[config.mk]
export PLATFORM = sky130hd
export DESIGN_NAME = uart_param_transmitter_flat
export DESIGN_NICKNAME = d
export VERILOG_FILES = /design/src/rtl/uart_param_if.sv /design/src/rtl/uart_param_transmitter.sv /design/src/flat_wrapper.sv
export SDC_FILE = /design/constraint.sdc
export NUM_CORES = 1
export LEC_CHECK = 0
export CAP_MARGIN = 20
export CORE_MARGIN = 2
export CORE_UTILIZATION = 55
export DETAILED_ROUTE_END_ITERATION = 12
export PLACE_DENSITY = 0.85
export SYNTH_ARGS = -nofsm -noshare
export SYNTH_HDL_FRONTEND = slang
export SYNTH_SLANG_ARGS = --single-unit
[constraint.sdc]
create_clock -name clk -period 8.9 [get_ports clk]
set_input_delay 2.225 -clock clk [delete_from_list [all_inputs] [get_ports clk]]
set_output_delay 2.225 -clock clk [all_outputs]
set_load 0.02 [all_outputs]
[src/rtl/uart_param_if.sv]
// uart_param_if
//   Bundles the parameter bank input and the serial-link outputs of the
//   parameter transmitter.
//   Ports (signals):
//     en           enable; low holds the transmitter in its reset state
//     param_values packed bank, key k at [10k+9:10k]
//     uart_dout    serial TX line, idle high, 8N1, LSB first
//     busy         high while a frame is on the line
//     frame_sent   1-cycle pulse when the stop bit of byte1 completes
//     dbg_state    current transmitter FSM state (observability only)
//   Modports: master = the side that supplies parameters and observes the
//   line; slave = the transmitter.
//
//   Handshake: there is no valid/ready pair. param_values is a level-sampled
//   bank that the transmitter reads whenever it visits an index; the line has
//   no flow control, and frame_sent/busy are status outputs only.
interface uart_param_if #(
  parameter int NUM_PARAMS = 13
);
  logic                    en;
  logic [10*NUM_PARAMS-1:0] param_values;
  logic                    uart_dout;
  logic                    busy;
  logic                    frame_sent;
  logic [1:0]              dbg_state;

  modport master (
    output en, param_values,
    input  uart_dout, busy, frame_sent, dbg_state
  );

  modport slave (
    input  en, param_values,
    output uart_dout, busy, frame_sent, dbg_state
  );
endinterface

[src/rtl/uart_param_transmitter.sv]
// uart_param_transmitter
//   Serializes a bank of 10-bit parameters onto a UART line as 2-byte frames:
//     byte0 = {2'b00, key[3:0], value[9:8]}, byte1 = value[7:0].
//   Only parameters that moved by at least THRESHOLD since last sent are
//   transmitted; after reset or enable the whole bank is sent once.
//   Ports:
//     clk  system clock
//     rst  synchronous active-high reset
//     bus  uart_param_if.slave (en, param_values in; uart_dout, busy,
//          frame_sent, dbg_state out)
//   Optional feature: define PARAM_TX_KEEPALIVE_EN to mark the whole bank
//   dirty every KEEPALIVE_CYCLES cycles (periodic full refresh).
module uart_param_transmitter #(
  parameter int CLK_FREQ         = 100000000,
  parameter int BAUD_RATE        = 1500000,
  parameter int NUM_PARAMS       = 13,
  parameter int THRESHOLD        = 1,
  parameter int KEEPALIVE_CYCLES = 100000000
) (
  input logic        clk,
  input logic        rst,
  uart_param_if.slave bus
);

  localparam int BAUD_DIV = CLK_FREQ / BAUD_RATE;
  localparam int BAUD_W   = (BAUD_DIV > 1) ? $clog2(BAUD_DIV) : 1;
  localparam logic [BAUD_W-1:0] BAUD_LAST = BAUD_W'(BAUD_DIV - 1);
  localparam logic [3:0]        LAST_IDX  = 4'(NUM_PARAMS - 1);
  localparam logic signed [10:0] THRESH   = 11'(THRESHOLD);

  typedef enum logic [1:0] {
    SCAN  = 2'd0,
    BYTE0 = 2'd1,
    BYTE1 = 2'd2
  } state_t;

  state_t                 state_q, state_d;
  logic [3:0]             scan_idx_q, scan_idx_d;
  logic [9:0]             tx_value_q, tx_value_d;
  logic [BAUD_W-1:0]      baud_cnt_q, baud_cnt_d;
  logic [3:0]             bit_cnt_q, bit_cnt_d;
  logic [NUM_PARAMS-1:0]  dirty_q, dirty_d;
  logic [9:0]             shadow_q [NUM_PARAMS];
  logic                   uart_dout_q, uart_dout_d;
  logic                   busy_q, busy_d;
  logic                   frame_sent_q, frame_sent_d;

  logic                   soft_rst;
  logic [9:0]             param_arr [NUM_PARAMS];
  logic [9:0]             cur_value;
  logic signed [10:0]     diff, diff_mag;
  logic                   qualify;
  logic                   shadow_we;
  logic                   bit_tick;
  logic [3:0]             next_idx;
  logic [9:0]             frame_bits;

  assign soft_rst = rst | ~bus.en;

  for (genvar k = 0; k < NUM_PARAMS; k++) begin : g_unpack
    assign param_arr[k] = bus.param_values[10*k +: 10];
  end

  // Difference is taken on 11 bits so the full 0..1023 range never overflows.
  assign cur_value = param_arr[scan_idx_q];
  assign diff      = $signed({1'b0, cur_value}) - $signed({1'b0, shadow_q[scan_idx_q]});
  assign diff_mag  = diff[10] ? -diff : diff;
  assign qualify   = dirty_q[scan_idx_q] | (diff_mag >= THRESH);
  assign bit_tick  = (baud_cnt_q == BAUD_LAST);
  assign next_idx  = (scan_idx_q == LAST_IDX) ? 4'd0 : scan_idx_q + 4'd1;

`ifdef PARAM_TX_KEEPALIVE_EN
  localparam int KA_W = (KEEPALIVE_CYCLES > 1) ? $clog2(KEEPALIVE_CYCLES) : 1;
  logic [KA_W-1:0] ka_cnt_q;
  logic            ka_fire;

  assign ka_fire = (ka_cnt_q == KA_W'(KEEPALIVE_CYCLES - 1));

  always_ff @(posedge clk) begin
    if (soft_rst || ka_fire) ka_cnt_q <= '0;
    else                     ka_cnt_q <= ka_cnt_q + 1'b1;
  end
`endif

  always_comb begin
    state_d      = state_q;
    scan_idx_d   = scan_idx_q;
    tx_value_d   = tx_value_q;
    baud_cnt_d   = baud_cnt_q;
    bit_cnt_d    = bit_cnt_q;
    dirty_d      = dirty_q;
    frame_sent_d = 1'b0;
    shadow_we    = 1'b0;
    frame_bits   = 10'h3ff;

    case (state_q)
      SCAN: begin
        if (qualify) begin
          state_d              = BYTE0;
          tx_value_d           = cur_value;
          shadow_we            = 1'b1;
          dirty_d[scan_idx_q]  = 1'b0;
          baud_cnt_d           = '0;
          bit_cnt_d            = 4'd0;
        end else begin
          scan_idx_d = next_idx;
        end
      end
      BYTE0, BYTE1: begin
        if (!bit_tick) begin
          baud_cnt_d = baud_cnt_q + 1'b1;
        end else begin
          baud_cnt_d = '0;
          if (bit_cnt_q != 4'd9) begin
            bit_cnt_d = bit_cnt_q + 4'd1;
          end else begin
            bit_cnt_d = 4'd0;
            if (state_q == BYTE0) begin
              state_d = BYTE1;
            end else begin
              // scan_idx still holds the key just sent; resume after it.
              state_d      = SCAN;
              frame_sent_d = 1'b1;
              scan_idx_d   = next_idx;
            end
          end
        end
      end
      default: state_d = SCAN;
    endcase

`ifdef PARAM_TX_KEEPALIVE_EN
    // Refresh wins over the clear of the index being latched this cycle.
    if (ka_fire) dirty_d = '1;
`endif

    // Line level is registered: compute the bit that the next state emits.
    // Layout per byte is {stop, data[7:0], start}, indexed by bit_cnt.
    if (state_d == BYTE0)
      frame_bits = {1'b1, 2'b00, scan_idx_d, tx_value_d[9:8], 1'b0};
    else if (state_d == BYTE1)
      frame_bits = {1'b1, tx_value_d[7:0], 1'b0};
    uart_dout_d = (state_d == SCAN) ? 1'b1 : frame_bits[bit_cnt_d];
    busy_d      = (state_d != SCAN);
  end

  always_ff @(posedge clk) begin
    if (soft_rst) begin
      state_q      <= SCAN;
      scan_idx_q   <= 4'd0;
      tx_value_q   <= 10'd0;
      baud_cnt_q   <= '0;
      bit_cnt_q    <= 4'd0;
      dirty_q      <= '1;
      uart_dout_q  <= 1'b1;
      busy_q       <= 1'b0;
      frame_sent_q <= 1'b0;
    end else begin
      state_q      <= state_d;
      scan_idx_q   <= scan_idx_d;
      tx_value_q   <= tx_value_d;
      baud_cnt_q   <= baud_cnt_d;
      bit_cnt_q    <= bit_cnt_d;
      dirty_q      <= dirty_d;
      uart_dout_q  <= uart_dout_d;
      busy_q       <= busy_d;
      frame_sent_q <= frame_sent_d;
    end
  end

  always_ff @(posedge clk) begin
    if (soft_rst) begin
      for (int k = 0; k < NUM_PARAMS; k++) shadow_q[k] <= 10'd0;
    end else if (shadow_we) begin
      shadow_q[scan_idx_q] <= cur_value;
    end
  end

  assign bus.uart_dout  = uart_dout_q;
  assign bus.busy       = busy_q;
  assign bus.frame_sent = frame_sent_q;
  assign bus.dbg_state  = state_q;

endmodule
[src/flat_wrapper.sv]
// flat-port wrapper written by rule: the top's interface ports become plain ports
module uart_param_transmitter_flat 
#(
  parameter int CLK_FREQ         = 100000000,
  parameter int BAUD_RATE        = 1500000,
  parameter int NUM_PARAMS       = 13,
  parameter int THRESHOLD        = 1,
  parameter int KEEPALIVE_CYCLES = 100000000
)
  (clk, rst, bus_en, bus_param_values, bus_uart_dout, bus_busy, bus_frame_sent, bus_dbg_state);
  uart_param_if #(.NUM_PARAMS(NUM_PARAMS)) bus_i ();
  input logic clk;
  input logic rst;
  input wire logic [$bits(bus_i.en)-1:0] bus_en;
  input wire logic [$bits(bus_i.param_values)-1:0] bus_param_values;
  output wire logic [$bits(bus_i.uart_dout)-1:0] bus_uart_dout;
  output wire logic [$bits(bus_i.busy)-1:0] bus_busy;
  output wire logic [$bits(bus_i.frame_sent)-1:0] bus_frame_sent;
  output wire logic [$bits(bus_i.dbg_state)-1:0] bus_dbg_state;
  assign bus_i.en = bus_en;
  assign bus_i.param_values = bus_param_values;
  assign bus_uart_dout = bus_i.uart_dout;
  assign bus_busy = bus_i.busy;
  assign bus_frame_sent = bus_i.frame_sent;
  assign bus_dbg_state = bus_i.dbg_state;
  uart_param_transmitter #(.CLK_FREQ(CLK_FREQ), .BAUD_RATE(BAUD_RATE), .NUM_PARAMS(NUM_PARAMS), .THRESHOLD(THRESHOLD), .KEEPALIVE_CYCLES(KEEPALIVE_CYCLES)) u_core (.clk(clk), .rst(rst), .bus(bus_i));
endmodule
# After elaboration in Yosys (flattened, before gate mapping)
# Memory sizes are Yosys's and may differ from the RTL's. A register that Yosys moved wholly into a read port is not among the register bits.
# Cells that the tools add are included.
[totals]
regBits = 43
ram_bits = 130
n_memories = 1
output_inout_bits = 5
inputBits = 133
word_cells = 91
[mem_list]
columns = ["name", "words", "width", "rd", "rd_ports_with_merged_regs", "wr", "line_no", "rtl"]
rows = [
  ["u_core.shadow_q", 13, 10, 1, 1, 13, "uart_param_transmitter.sv:43", "logic [9:0] shadow_q [NUM_PARAMS];"],
]
[op_classes]
eq_ne = 8
magnitude_cmp = 5
addsub = 5
mux = 44
reduce_logical = 11
bitwise_logic = 8
[ops]
columns = ["cell", "n"]
rows = [
  ["$mux 10", 6],
  ["$bmux 10 s4", 1],
  ["$mux 4", 10],
  ["$pmux 4 s2", 2],
  ["$mux 7", 2],
  ["$pmux 7 s2", 1],
  ["$and 13x13->13", 1],
  ["$not 13->13", 1],
  ["$mux 1", 12],
  ["$ge 11x2->1 const B", 1],
  ["$mux 11", 1],
  ["$neg 11->11", 1],
  ["$sub 10x10->11", 1],
  ["$lt 4x5->1 const B", 2],
  ["$reduce_or 10->1", 1],
  ["$mux 9", 1],
  ["$add 4x1->4 const B", 2],
  ["$bmux 1 s4", 2],
  ["$mux 2", 4],
  ["$add 7x1->7 const B", 1],
  ["$eq 7x7->1 const B", 1],
  ["$ge 5x5->1 const B", 1],
  ["$not 4->5", 1],
  ["$demux 1 s4", 1],
  ["other kinds (15)", 24],
]

# Depth between registers and ports, before layout
# Gate-level depths: netlist of run 1.
[logic_depth]
depth_word = 16
mapped_depth = 32

# Least setup slack after synthesis of run 1
# Ideal clock, no wire load.
[synth_timing]
path_kind = "in2reg"
from = "input port bus_param_values[30]"
to = "register u_core.uart_dout_q (netlist: u_core.bus.uart_dout)"
required_time_ps = 8784
path_slack_ps = 1258
t_arrival_ps = 7527
cell_stages = 26
cell_sequence = "mux4_2 nand2_1 a21oi_1 a221oi_1 clkbuf_1 ha_1 inv_1 fa_1 xor2_1 nand3b_1 o21bai_1 a21oi_1 a31oi_1 or4_1 nor4_2 o211a_1 buf_4 o21ai_0 nand2_1 nand2_1 ha_1 nor2_1 a221oi_2 nor3_1 a41oi_1 a31o_1"
[synth_between]
elab_chain_cells = 15
word_cells_on_any_way = 24
[synth_rtl]
columns = ["item", "line_no", "rtl"]
rows = [
  ["start, declared", "flat_wrapper.sv:15", "input wire logic [$bits(bus_i.param_values)-1:0] bus_param_values;"],
  ["$bmux 10 s4 (*)", "uart_param_transmitter.sv:65", "assign cur_value = param_arr[scan_idx_q];"],
  ["$mux 10 (not written as such) (*) (2 in series)", "uart_param_transmitter.sv:65", ""],
  ["$sub 10x10->11", "uart_param_transmitter.sv:66", "assign diff = $signed({1'b0, cur_value}) - $signed({1'b0, shadow_q[scan_idx_q]});"],
  ["$neg 11->11", "uart_param_transmitter.sv:67", "assign diff_mag = diff[10] ? -diff : diff;"],
  ["$mux 11", "uart_param_transmitter.sv:67", ""],
  ["$ge 11x2->1", "uart_param_transmitter.sv:68", "assign qualify = dirty_q[scan_idx_q] | (diff_mag >= THRESH);"],
  ["$or 1x1->1", "uart_param_transmitter.sv:68", ""],
  ["$mux 2", "uart_param_transmitter.sv:98", "if (qualify) begin"],
  ["$pmux 2 s2", "uart_param_transmitter.sv:96", "case (state_q)"],
  ["$eq 2x2->1", "uart_param_transmitter.sv:141", "else if (state_d == BYTE1)"],
  ["$mux 9", "uart_param_transmitter.sv:141", ""],
  ["$mux 10", "uart_param_transmitter.sv:139", "if (state_d == BYTE0)"],
  ["$bmux 1 s4", "uart_param_transmitter.sv:143", "uart_dout_d = (state_d == SCAN) ? 1'b1 : frame_bits[bit_cnt_d];"],
  ["$mux 1 (not written as such)", "uart_param_transmitter.sv:143", ""],
  ["end signal, assigned", "uart_param_transmitter.sv:165", "uart_dout_q <= uart_dout_d;"],
  ["end, declared", "uart_param_transmitter.sv:44", "logic uart_dout_q, uart_dout_d;"],
]
# Every way passes the cells marked *; elsewhere a longest branch is shown, timed or not. The select of a mux whose other input is x is not followed.
# A chain may end at the register's enable or synchronous reset.

# Worst setup path after layout of run 1
[layout_timing]
from = "input port bus_param_values[0]"
to = "register u_core.uart_dout_q (netlist: u_core.bus.uart_dout)"
[layout_between]
elab_chain_cells = 15
word_cells_on_any_way = 24
[layout_rtl]
columns = ["item", "line_no", "rtl"]
rows = [
  ["$bmux 10 s4 (*)", "uart_param_transmitter.sv:65", ""],
  ["$mux 10 (not written as such) (*) (2 in series)", "uart_param_transmitter.sv:65", ""],
  ["$sub 10x10->11 (*)", "uart_param_transmitter.sv:66", ""],
  ["$neg 11->11", "uart_param_transmitter.sv:67", ""],
  ["$mux 11 (*)", "uart_param_transmitter.sv:67", ""],
  ["$ge 11x2->1 (*)", "uart_param_transmitter.sv:68", ""],
  ["$or 1x1->1 (*)", "uart_param_transmitter.sv:68", ""],
  ["$mux 2 (*)", "uart_param_transmitter.sv:98", ""],
  ["$pmux 2 s2 (*)", "uart_param_transmitter.sv:96", ""],
  ["via u_core.state_d[0]", "uart_param_transmitter.sv:37", "state_t state_q, state_d;"],
  ["$eq 2x2->1", "uart_param_transmitter.sv:141", ""],
  ["$mux 9", "uart_param_transmitter.sv:141", ""],
  ["$mux 10", "uart_param_transmitter.sv:139", ""],
  ["$bmux 1 s4", "uart_param_transmitter.sv:143", ""],
  ["$mux 1 (not written as such)", "uart_param_transmitter.sv:143", ""],
]
# The timed path passes the listed nets; every way through them passes the cells marked *. The select of a mux whose other input is x is not followed.

==> impl_metrics.toml, run 1 <==
[status]
run_status = "finished clean"

[timing]
setup_violations = 0
clock_skew_ps = 30.0
relSlewSlack_pct = 29.6
post-route-period-util_pct = 89.3
setup_tns_ps = 0
timing.fmax_mhz = 126
finalWorstSetupSlack_ps = 956
timing_worst_slew_pin_value_ps = 1050
timing.final.crit_period_ps = 7940
timing.final.max_slew_violations = 0
setup_repair_after_global_routing_missed_its_margin = "no"
finalHoldViolCount = 0

[final_layout]
nets = 1201
postLayoutCellArea_um2 = 13500
layout_common_cells = "sky130_fd_sc_hd__nor2_1, sky130_fd_sc_hd__edfxtp_1, sky130_fd_sc_hd__clkdlybuf4s50_1"
layout.filler_cells = 1322
share_of_final_layout_standard_cells_stronger_than_drive_strength_1_pct = 16.0
final_common_cell = "sky130_fd_sc_hd__nor2_1"
antenna_cells_inserted = 0
postLayoutCoreUtil_pct = 69.0
areaGrowthSynthToFinish_pct = 21.9

[critical_path]
critPathMostFrequentCell = "sky130_fd_sc_hd__o21ai_0"
r2r_end = "u_core.bus.uart_dout"
cp.buffers_inverters = 3
timing.critical_path.max_delay_family = "compound AO/OA/AOI/OAI gates"
timing_worst_setup_path_type = "input pin to flop"
crit_slowest_cell = "sky130_fd_sc_hd__or4_1"
r2r.worst_path.cells = 25
worstPathArrival_ps = 8330
r2r_slack_ps = 1950
r2r_start = "u_core.scan_idx_q[0]"
critPathMaxStageDelay_ps = 550
worst-path-max-fanout = 7
critPathRequiredTime_ps = 9290
worst_setup_path_end_kind = "flop"
setup.worst_path.start_class = "input pin"

[floorplanning]
die_h_um = 146
die-area_um2 = 21300
effective_utilization_at_floorplan_pct = 56.6
fp-row-count = 51
io-pin-count = 138
core_area_um2 = 19600
die-width_um = 146

[yosys]
gate_count_post_synth = 922
synth_top_area_cell = "sky130_fd_sc_hd__edfxtp_1"
mappedNetlistNets = 1081
part_of_the_yosys_area_used_for_sequential_elements_pct = 51.1
post_synth.cell_area_avg_um2 = 12.0
synth.ff_latch_count = 203
yosysUniqueCellTypes = 68
asyncSetResetFlopFracSynth_pct = 0
synthTopCellsByArea = "sky130_fd_sc_hd__edfxtp_1, sky130_fd_sc_hd__mux4_2, sky130_fd_sc_hd__dfxtp_1, sky130_fd_sc_hd__nor2_1, sky130_fd_sc_hd__ha_1"
post_synth_edffs = 160
synth_warnings = 0
post_synth_instance_area_um2 = 11100
postSynth.topFlopCell = "sky130_fd_sc_hd__edfxtp_1"
synthDominantCellAreaShare_pct = 43.3

[clock_tree]
clk_pin_slew_ps = 60
post_cts_resize_count = 0
insertion_delay_ps = 530
tritoncts.num_buffers = 22
cts-root-to-sink-buffers = 3
tritoncts_num_sinks = 203
clockRootBuffer = "sky130_fd_sc_hd__clkbuf_16"
cts_post_setup_buffers_inserted = 0
post_cts_hold_buffer_count = 0
cts_tree = "done"
htree_levels = 1

[route]
firstDrtPassIters = 6
postRouteWirelength_um = 32600
route.detailed.vias_per_inst = 6.61
num_vias = 8740
detail_route_antenna_nets = 0
dr_drc_count = 0
post_drt_wl_per_cell_um = 24.7
first_iter_violations = 1160

[worst_hold_path]
min-delay-path-class = "flop to flop"
hold_start = "u_core.dirty_q[6]"
hold_end = "u_core.dirty_q[6]"
min_path_cells = 1

[global_route]
wire_length_of_the_first_global_routing_pass_um = 49700
groute.usage.overall_pct = 30.4
grt_start_max_net_pins = 53
via_count_of_the_first_global_routing_pass = 8557
grt_remaining_overflow = 0
antenna_found_initial = 0

[placed_design]
place.gp.congestion = 0.895
worst_slack_placed_ps = 553
portBuffers = 137
dpl_cell_area_um2 = 12800
post-dp-hpwl_um = 22300

[pwr]
peak_vdd_ir_mv = 0.171
static-leakage-power_nw = 5.00
power.density_cell_area_nw_per_um2 = 170

[flow_run]
max-cap-violations = 0
==> worst reg2reg max path, cell delays in order (launching register included) <==
cell and delay [ps]:
sky130_fd_sc_hd__dfxtp_4 720, sky130_fd_sc_hd__buf_12 400, sky130_fd_sc_hd__mux4_2 660, sky130_fd_sc_hd__mux4_2 480, sky130_fd_sc_hd__ha_1 260, sky130_fd_sc_hd__inv_1 90
sky130_fd_sc_hd__fa_1 410, sky130_fd_sc_hd__inv_1 170, sky130_fd_sc_hd__ha_1 250, sky130_fd_sc_hd__nand2b_1 90, sky130_fd_sc_hd__mux2i_1 190, sky130_fd_sc_hd__o211ai_1 190
sky130_fd_sc_hd__nor3b_1 200, sky130_fd_sc_hd__or4_1 550, sky130_fd_sc_hd__nor4_2 390, sky130_fd_sc_hd__o21ai_0 200, sky130_fd_sc_hd__o21ai_0 220, sky130_fd_sc_hd__o21ai_0 110
sky130_fd_sc_hd__nand2_1 140, sky130_fd_sc_hd__inv_1 60, sky130_fd_sc_hd__ha_1 290, sky130_fd_sc_hd__nor2_1 200, sky130_fd_sc_hd__a221oi_2 80, sky130_fd_sc_hd__nor3_1 190
sky130_fd_sc_hd__a41oi_1 60, sky130_fd_sc_hd__a31o_1 240
==> layer usage <==
layer	vias up	wire length (µm)	GRT usage, %	share of wire, %
li1	3686	-	-	-
met1	4226	11000	38.1	34
met2	743	16900	54.5	52
met3	85	3540	4.08	11
met4	0	1230	10.9	3.8
met5	-	0	0	0
==> state kept, by name, summed over array words and instances (netlist names) <==
register / cells
u_core.baud_cnt_q: 7
u_core.bit_cnt_q: 4
u_core.bus.busy: 1
u_core.bus.dbg_state: 2
u_core.bus.frame_sent: 1
u_core.bus.uart_dout: 1
u_core.dirty_q: 13
u_core.scan_idx_q: 4
u_core.shadow_q: 160
u_core.tx_value_q: 10
==> report_power, final <==
part,switching (mW),internal (mW)
Clock,0.390,0.549
Sequential,0.0110,1.05
Combinational,0.161,0.136
==> Yosys cell counts (all sizes together) (6+ instances only) <==
cell    number
nor2       183
edfxtp     160
mux4        83
nand2       68
dfxtp       43
inv         41
buf         35
a21oi       33
clkbuf      33
ha          25
o21ai       23
o21a        19
a211oi      14
a221oi      13
nand3       12
mux2i       11
a21o         8
nand2b       8
nor2b        8
nor3         7
and3         6
nor3b        6
==> metrics by stage <==
| stage | total power [mW] | hold slack (ps) | std cells |
|---|---|---|---|
| finish | 2.30 | 475 | 1322 |
| global route | 2.35 | 497 | 1322 |
| CTS | 2.28 | 471 | 1322 |
| detailed placement | 1.37 | 455 | 1283 |
| global placement | 1.36 | 442 | 1283 |
| floorplan | 1.24 | 435 | 922 |
==> cells by family after synthesis <==
logic type               Yosys count  synth area share, %
multiplexers                      94                 17.9
buffers and inverters            109                 3.97
adder cells (fa/ha/maj)           26                 3.00
flip-flops                       203                 51.1
AND/OR/NAND/NOR                  325                 12.9
AO/OA/AOI/OAI                    156                 10.5
XOR/XNOR                           9                0.711
==> worst max path at each step <==
| stage | slack, ps | cells after the start | from | end |
|---|---|---|---|---|
| final | 960 | 25 | bus_param_values[0] | u_core.bus.uart_dout |
| after global routing | 580 | 25 | bus_param_values[0] | u_core.bus.uart_dout |
| after CTS | 1060 | 25 | bus_param_values[0] | u_core.bus.uart_dout |
| after detailed placement | 550 | 25 | bus_param_values[0] | u_core.bus.uart_dout |
| after global placement | 730 | 26 | bus_param_values[0] | u_core.bus.uart_dout |
| after floorplan | 1260 | 26 | bus_param_values[30] | u_core.bus.uart_dout |
==> layout make-up <==
class / count / area, µm² / share of cell area, %
clock inverters: 11 / 161 / 1.19
flip-flops and latches: 203 / 5670 / 42.0
well taps: 265 / 332 / 2.45
clock buffers: 28 / 573 / 4.24
multi-input cells: 610 / 5030 / 37.3
inverters: 41 / 154 / 1.14
repair buffers: 164 / 1590 / 11.7
Note: power is estimated with default switching activity, not from simulation.
==> inputs of run 2 (changes only) <==
--- a/config.mk
+++ b/config.mk
@@ -7,9 +7,9 @@
 export LEC_CHECK = 0
 export CAP_MARGIN = 20
 export CORE_MARGIN = 2
-export CORE_UTILIZATION = 55
+export CORE_UTILIZATION = 51
 export DETAILED_ROUTE_END_ITERATION = 12
-export PLACE_DENSITY = 0.85
+export PLACE_DENSITY = 0.77
 export SYNTH_ARGS = -nofsm -noshare
 export SYNTH_HDL_FRONTEND = slang
 export SYNTH_SLANG_ARGS = --single-unit
==> constraint.sdc (replaced) <==
create_clock -name clk -period 6.4 [get_ports clk]
set_input_delay 1.6 -clock clk [delete_from_list [all_inputs] [get_ports clk]]
set_output_delay 1.6 -clock clk [all_outputs]
set_load 0.02 [all_outputs]
==> run 2 against run 1 <==
  * The flow now finishes with violations (setup timing)
  * Sequential cell count stayed put
  * Die area grew 7.6%
  * Non-clock buffer count rose by 141
  * Worst hold slack worse by 4.6 ps
  * Clock skew shrank 18 ps
  * Clock power increased by 30%
  * Cell count grew 11%
  * Worst setup slack got worse by 960 ps
  * Critical endpoint unchanged
==> impl_metrics.toml, run 2 (same netlist as run 1, synthesis figures left out) <==
[route]
firstDrtPassIters = 5
dr_drc_count = 0
num_vias = 9207
postRouteWirelength_um = 35300
route.detailed.vias_per_inst = 6.25
first_iter_violations = 1222
post_drt_wl_per_cell_um = 24.0
detail_route_antenna_nets = 0

[placed_design]
portBuffers = 137
post-dp-hpwl_um = 24100
dpl_cell_area_um2 = 13900
place.gp.congestion = 0.915

[worst_hold_path]
min-delay-path-class = "flop to flop"

[critical_path]
timing.critical_path.max_delay_family = "compound AO/OA/AOI/OAI gates"
worstPathArrival_ps = 6810
critPathRequiredTime_ps = 6800
critPathMostFrequentCell = "sky130_fd_sc_hd__buf_4"
crit_slowest_cell = "sky130_fd_sc_hd__mux4_2"
critPathMaxStageDelay_ps = 470
cp.buffers_inverters = 9
worst_setup_path_end_kind = "flop"
worst-path-max-fanout = 4
timing_worst_setup_path_type = "input pin to flop"
setup.worst_path.start_class = "input pin"

[timing]
setup_violations = 1
timing_worst_slew_pin_value_ps = 1270
relSlewSlack_pct = 15.0
timing.fmax_mhz = 156
clock_skew_ps = 12.0
timing.final.max_slew_violations = 0
finalWorstSetupSlack_ps = -1.26
post-route-period-util_pct = 100
timing.final.crit_period_ps = 6400
finalHoldViolCount = 0

[clock_tree]
tritoncts.num_buffers = 21
insertion_delay_ps = 510
clockRootBuffer = "sky130_fd_sc_hd__clkbuf_16"
cts_tree = "done"
post_cts_hold_buffer_count = 0
tritoncts_num_sinks = 203
htree_levels = 1
clk_pin_slew_ps = 60
cts-root-to-sink-buffers = 3

[floorplanning]
effective_utilization_at_floorplan_pct = 52.4
die-area_um2 = 22900
fp-row-count = 53
core_area_um2 = 21200
die_h_um = 151
io-pin-count = 138
die-width_um = 151

[flow_run]
max-cap-violations = 0

[final_layout]
postLayoutCellArea_um2 = 15400
final_common_cell = "sky130_fd_sc_hd__nor2_1"
nets = 1341
largest_register_ff_count = 160
postLayoutCoreUtil_pct = 72.6
layout_common_cells = "sky130_fd_sc_hd__nor2_1, sky130_fd_sc_hd__edfxtp_1, sky130_fd_sc_hd__buf_4"
areaGrowthSynthToFinish_pct = 38.6
max_flop_register = "u_core.shadow_q"
share_of_final_layout_standard_cells_stronger_than_drive_strength_1_pct = 34.5
reg.largest.list = "u_core.shadow_q x160, u_core.dirty_q x13, u_core.tx_value_q x10"
antenna_cells_inserted = 0
layout.filler_cells = 1318

[global_route]
grt_start_max_net_pins = 35
grt_remaining_overflow = 0
wire_length_of_the_first_global_routing_pass_um = 49900
groute.usage.overall_pct = 29.4
via_count_of_the_first_global_routing_pass = 9071
antenna_found_initial = 0

[status]
run_status = "finished, violations left"
failing_checks = "setup timing"

[pwr]
static-leakage-power_nw = 6.07
peak_vdd_ir_mv = 0.173
power.density_cell_area_nw_per_um2 = 215
run 2: cell count changes in the layout (fill, tap and decap cells not counted), moves of 14 or more:
cell                              delta
sky130_fd_sc_hd__buf_4             +124
sky130_fd_sc_hd__clkdlybuf4s50_1    -40
sky130_fd_sc_hd__dlymetal6s2s_1     +34
sky130_fd_sc_hd__nand2_1            -24
sky130_fd_sc_hd__nand2_2            +23
sky130_fd_sc_hd__ha_1               -14
run 2: final timing paths:
check / from / end / slack [ps] / cells past startpoint
max: bus_param_values[22] / u_core.bus.uart_dout / -1 / 27
min: u_core.dirty_q[6] / u_core.dirty_q[6] / 470 / 1
min reg2reg: u_core.dirty_q[6] / u_core.dirty_q[6] / 470 / 1
max reg2reg: u_core.scan_idx_q[0] / u_core.bus.uart_dout / 270 / 27
run 2: cell type report:
type                            count  area, µm²  share of cell area (%)
Clock inverter                      7       90.1                   0.586
Timing Repair Buffer              305       2860                    18.6
Clock buffer                       31        573                    3.73
Tap cell                          275        344                    2.24
Inverter                           41        163                    1.06
Sequential cell                   203       5670                    36.9
Multi-Input combinational cell    610       5670                    36.9
run 2: timing repair:
action,4_1_cts,5_1_grt
buffers inserted,3,26
endpoints found under the setup margin,11,298
gates cloned,0,0
resized for setup,19,141
pin swaps,9,50
run 2: worst reg2reg max path: stages (launching register included):
cell,delay [ps]
sky130_fd_sc_hd__dfxtp_4,500
sky130_fd_sc_hd__buf_12,250
sky130_fd_sc_hd__buf_12,210
sky130_fd_sc_hd__mux4_2,560
sky130_fd_sc_hd__mux4_2,470
sky130_fd_sc_hd__inv_1,200
sky130_fd_sc_hd__fa_2,490
sky130_fd_sc_hd__inv_2,90
sky130_fd_sc_hd__ha_4,140
sky130_fd_sc_hd__nand2_1,100
sky130_fd_sc_hd__mux2i_1,280
sky130_fd_sc_hd__o211ai_1,220
sky130_fd_sc_hd__buf_4,190
sky130_fd_sc_hd__or3b_4,410
sky130_fd_sc_hd__buf_4,150
sky130_fd_sc_hd__nor2_1,240
sky130_fd_sc_hd__buf_4,160
sky130_fd_sc_hd__o211a_1,190
sky130_fd_sc_hd__o21ai_1,80
sky130_fd_sc_hd__nand2_1,80
sky130_fd_sc_hd__nand2_2,100
sky130_fd_sc_hd__inv_2,100
sky130_fd_sc_hd__ha_4,150
sky130_fd_sc_hd__inv_4,40
sky130_fd_sc_hd__buf_4,130
sky130_fd_sc_hd__a31oi_2,140
sky130_fd_sc_hd__o2111ai_1,120
sky130_fd_sc_hd__a31o_1,220
run 2: stage by stage:
step | setup TNS, ps | worst slack, ps | instances | power, mW | hold WS, ps
CTS | 0 | 0.916 | 1447 | 3.20 | 470
global route | -6660 | -169 | 1472 | 3.39 | 488
global placement | -99600 | -547 | 1406 | 1.99 | 444
floorplan | -42.6 | -42.6 | 922 | 1.75 | 435
finish | -1.26 | -1.26 | 1472 | 3.31 | 470
detailed placement | -129720 | -691 | 1406 | 2.00 | 450
run 2: report_power, final:
group          switching, mW  internal (mW)  total (mW)
clock network          0.511          0.704        1.22
registers             0.0137           1.46        1.47
logic                  0.304          0.317       0.621
run 2: per-layer routing:
layer / global-route usage, % / routed length, µm
met1: 37.1 / 12200
met2: 50.6 / 17900
met3: 4.97 / 3510
met4: 11.8 / 1700
met5: 0 / 0
==> inputs of run 3 (changes only) <==
--- a/config.mk
+++ b/config.mk
@@ -5,6 +5,7 @@
 export SDC_FILE = /design/constraint.sdc
 export NUM_CORES = 1
 export LEC_CHECK = 0
+export ABC_CLOCK_PERIOD_IN_PS = 6400
 export CAP_MARGIN = 20
 export CORE_MARGIN = 2
 export CORE_UTILIZATION = 51
@@ -13,3 +14,4 @@
 export SYNTH_ARGS = -nofsm -noshare
 export SYNTH_HDL_FRONTEND = slang
 export SYNTH_SLANG_ARGS = --single-unit
+export TNS_END_PERCENT = 5
==> run 3 against run 2 <==
  * The run now ends clean
  * Largest cell class unchanged
  * Total power grew 0.62%
  * Worst setup slack improved by 75 ps
  * Sequential cell count stayed put
  * Register-to-register slack improved by 140 ps
  * Non-clock buffer count fell by 16
==> impl_metrics.toml, run 3 (same netlist as run 1, synthesis figures left out) <==
[route]
route.detailed.vias_per_inst = 6.14
detail_route_antenna_nets = 0
post_drt_wl_per_cell_um = 22.9
postRouteWirelength_um = 33400
firstDrtPassIters = 5
num_vias = 8956
first_iter_violations = 979
dr_drc_count = 0

[final_layout]
postLayoutCellArea_um2 = 15100
areaGrowthSynthToFinish_pct = 36.0
share_of_final_layout_standard_cells_stronger_than_drive_strength_1_pct = 31.8
largest_register_ff_count = 160
layoutNonFillerInstCount = 1458
max_flop_register = "u_core.shadow_q"
reg.largest.list = "u_core.shadow_q x160, u_core.dirty_q x13, u_core.tx_value_q x10"
nets = 1326
layout_common_cells = "sky130_fd_sc_hd__nor2_1, sky130_fd_sc_hd__edfxtp_1, sky130_fd_sc_hd__buf_4"
antenna_cells_inserted = 0
layout.filler_cells = 1358
final_common_cell = "sky130_fd_sc_hd__nor2_1"
postLayoutCoreUtil_pct = 71.3

[timing]
timing.final.max_slew_violations = 0
timing.fmax_mhz = 158
setup_tns_ps = 0
timing_worst_slew_pin_value_ps = 1060
clock_skew_ps = 20.1
finalHoldViolCount = 0
setup_violations = 0
post-route-period-util_pct = 98.8
timing.final.crit_period_ps = 6330
relSlewSlack_pct = 28.7
setup_repair_after_global_routing_missed_its_margin = "yes"

[critical_path]
crit_slowest_cell = "sky130_fd_sc_hd__or4_4"
worst-path-max-fanout = 5
critPathMostFrequentCell = "sky130_fd_sc_hd__buf_4"
critPathMaxStageDelay_ps = 550
r2r.worst_path.cells = 29
timing_worst_setup_path_type = "input pin to flop"
setup.worst_path.start_class = "input pin"
worstPathArrival_ps = 6730
critPathRequiredTime_ps = 6800
worst_setup_path_end_kind = "flop"

[global_route]
antenna_found_initial = 0
groute.usage.overall_pct = 29.4
via_count_of_the_first_global_routing_pass = 8967
grt_remaining_overflow = 0
wire_length_of_the_first_global_routing_pass_um = 49700
grt_start_max_net_pins = 35

[floorplanning]
fp-row-count = 53
die_h_um = 151
die-area_um2 = 22900
core_area_um2 = 21200
die-width_um = 151
io-pin-count = 138
effective_utilization_at_floorplan_pct = 52.4

[worst_hold_path]
min-delay-path-class = "flop to flop"
min_path_cells = 1

[placed_design]
post-dp-hpwl_um = 24000
placedCellCount = 1402
dpl_cell_area_um2 = 13900
portBuffers = 137
place.gp.congestion = 0.903

[clock_tree]
post_cts_hold_buffer_count = 0
cts_tree = "done"
clk_pin_slew_ps = 60
insertion_delay_ps = 530
htree_levels = 1
tritoncts.num_buffers = 22
clockRootBuffer = "sky130_fd_sc_hd__clkbuf_16"
cts-root-to-sink-buffers = 3
tritoncts_num_sinks = 203

[pwr]
peak_vdd_ir_mv = 0.181
static-leakage-power_nw = 5.82
power.density_cell_area_nw_per_um2 = 221

[flow_run]
max-cap-violations = 0

[status]
run_status = "finished clean"
run 3: cell types whose count changed in the layout (fill, tap and decap cells not counted), moves of 5 or more:
cell,previous run,this run
sky130_fd_sc_hd__clkdlybuf4s50_1,97,122
sky130_fd_sc_hd__clkbuf_2,6,1
sky130_fd_sc_hd__nand2_1,44,50
sky130_fd_sc_hd__a21oi_1,22,27
sky130_fd_sc_hd__clkbuf_1,9,4
sky130_fd_sc_hd__dlymetal6s2s_1,34,11
sky130_fd_sc_hd__buf_4,150,137
sky130_fd_sc_hd__nand2_2,23,16
run 3: metal layers:
metal	wire, µm	up-vias	share of wire, %	track usage, %
met4	1270	0	3.8	12.8
met3	3090	65	9.2	5.93
met1	12100	4404	36	36.1
met5	0	-	0	0
li1	-	3942	-	-
met2	17000	545	51	50.4
run 3: cell type report:
cell class	instances	area, µm²	area share [%]
well taps	275	344	2.28
repair buffers	289	2680	17.8
clock inverters	10	138	0.913
inverters	41	156	1.04
flip-flops and latches	203	5670	37.6
multi-input cells	610	5460	36.2
clock buffers	30	621	4.12
run 3: path summary, 6_finish.rpt:
path,start,to,slack (ps)
max,bus_param_values[113],u_core.bus.uart_dout,70
min,u_core.dirty_q[11],u_core.dirty_q[11],470
max reg2reg,u_core.scan_idx_q[3],u_core.bus.uart_dout,410
min reg2reg,u_core.dirty_q[11],u_core.dirty_q[11],470
run 3: repair_timing:
item                                    4_1_cts  5_1_grt
buffers inserted                              3       12
pin swaps                                    12       32
endpoints found under the setup margin       61      311
resized for setup                            21       69
run 3: stage by stage:
stage	power, mW	hold WS [ps]	setup WS, ps
6_report	3.33	468	74.0
5_1_grt	3.43	492	-168
4_1_cts	3.29	466	5.55
3_5_place_dp	2.00	450	-694
3_3_place_gp	1.99	442	-662
2_1_floorplan	1.75	435	-42.6
run 3: critical path: cells and delay by family:
family / cells / cell delay [ps]
buffers and inverters: 8 / 1240
adders and majority gates: 2 / 440
and+or+nand+nor: 8 / 1450
AOI/OAI and AO/OA: 11 / 1510
muxes: 1 / 500
run 3: power breakdown:
part           internal (mW)  switching (mW)
Clock                  0.770           0.526
Combinational          0.294           0.268
Sequential              1.46          0.0128
Total                   2.52           0.807
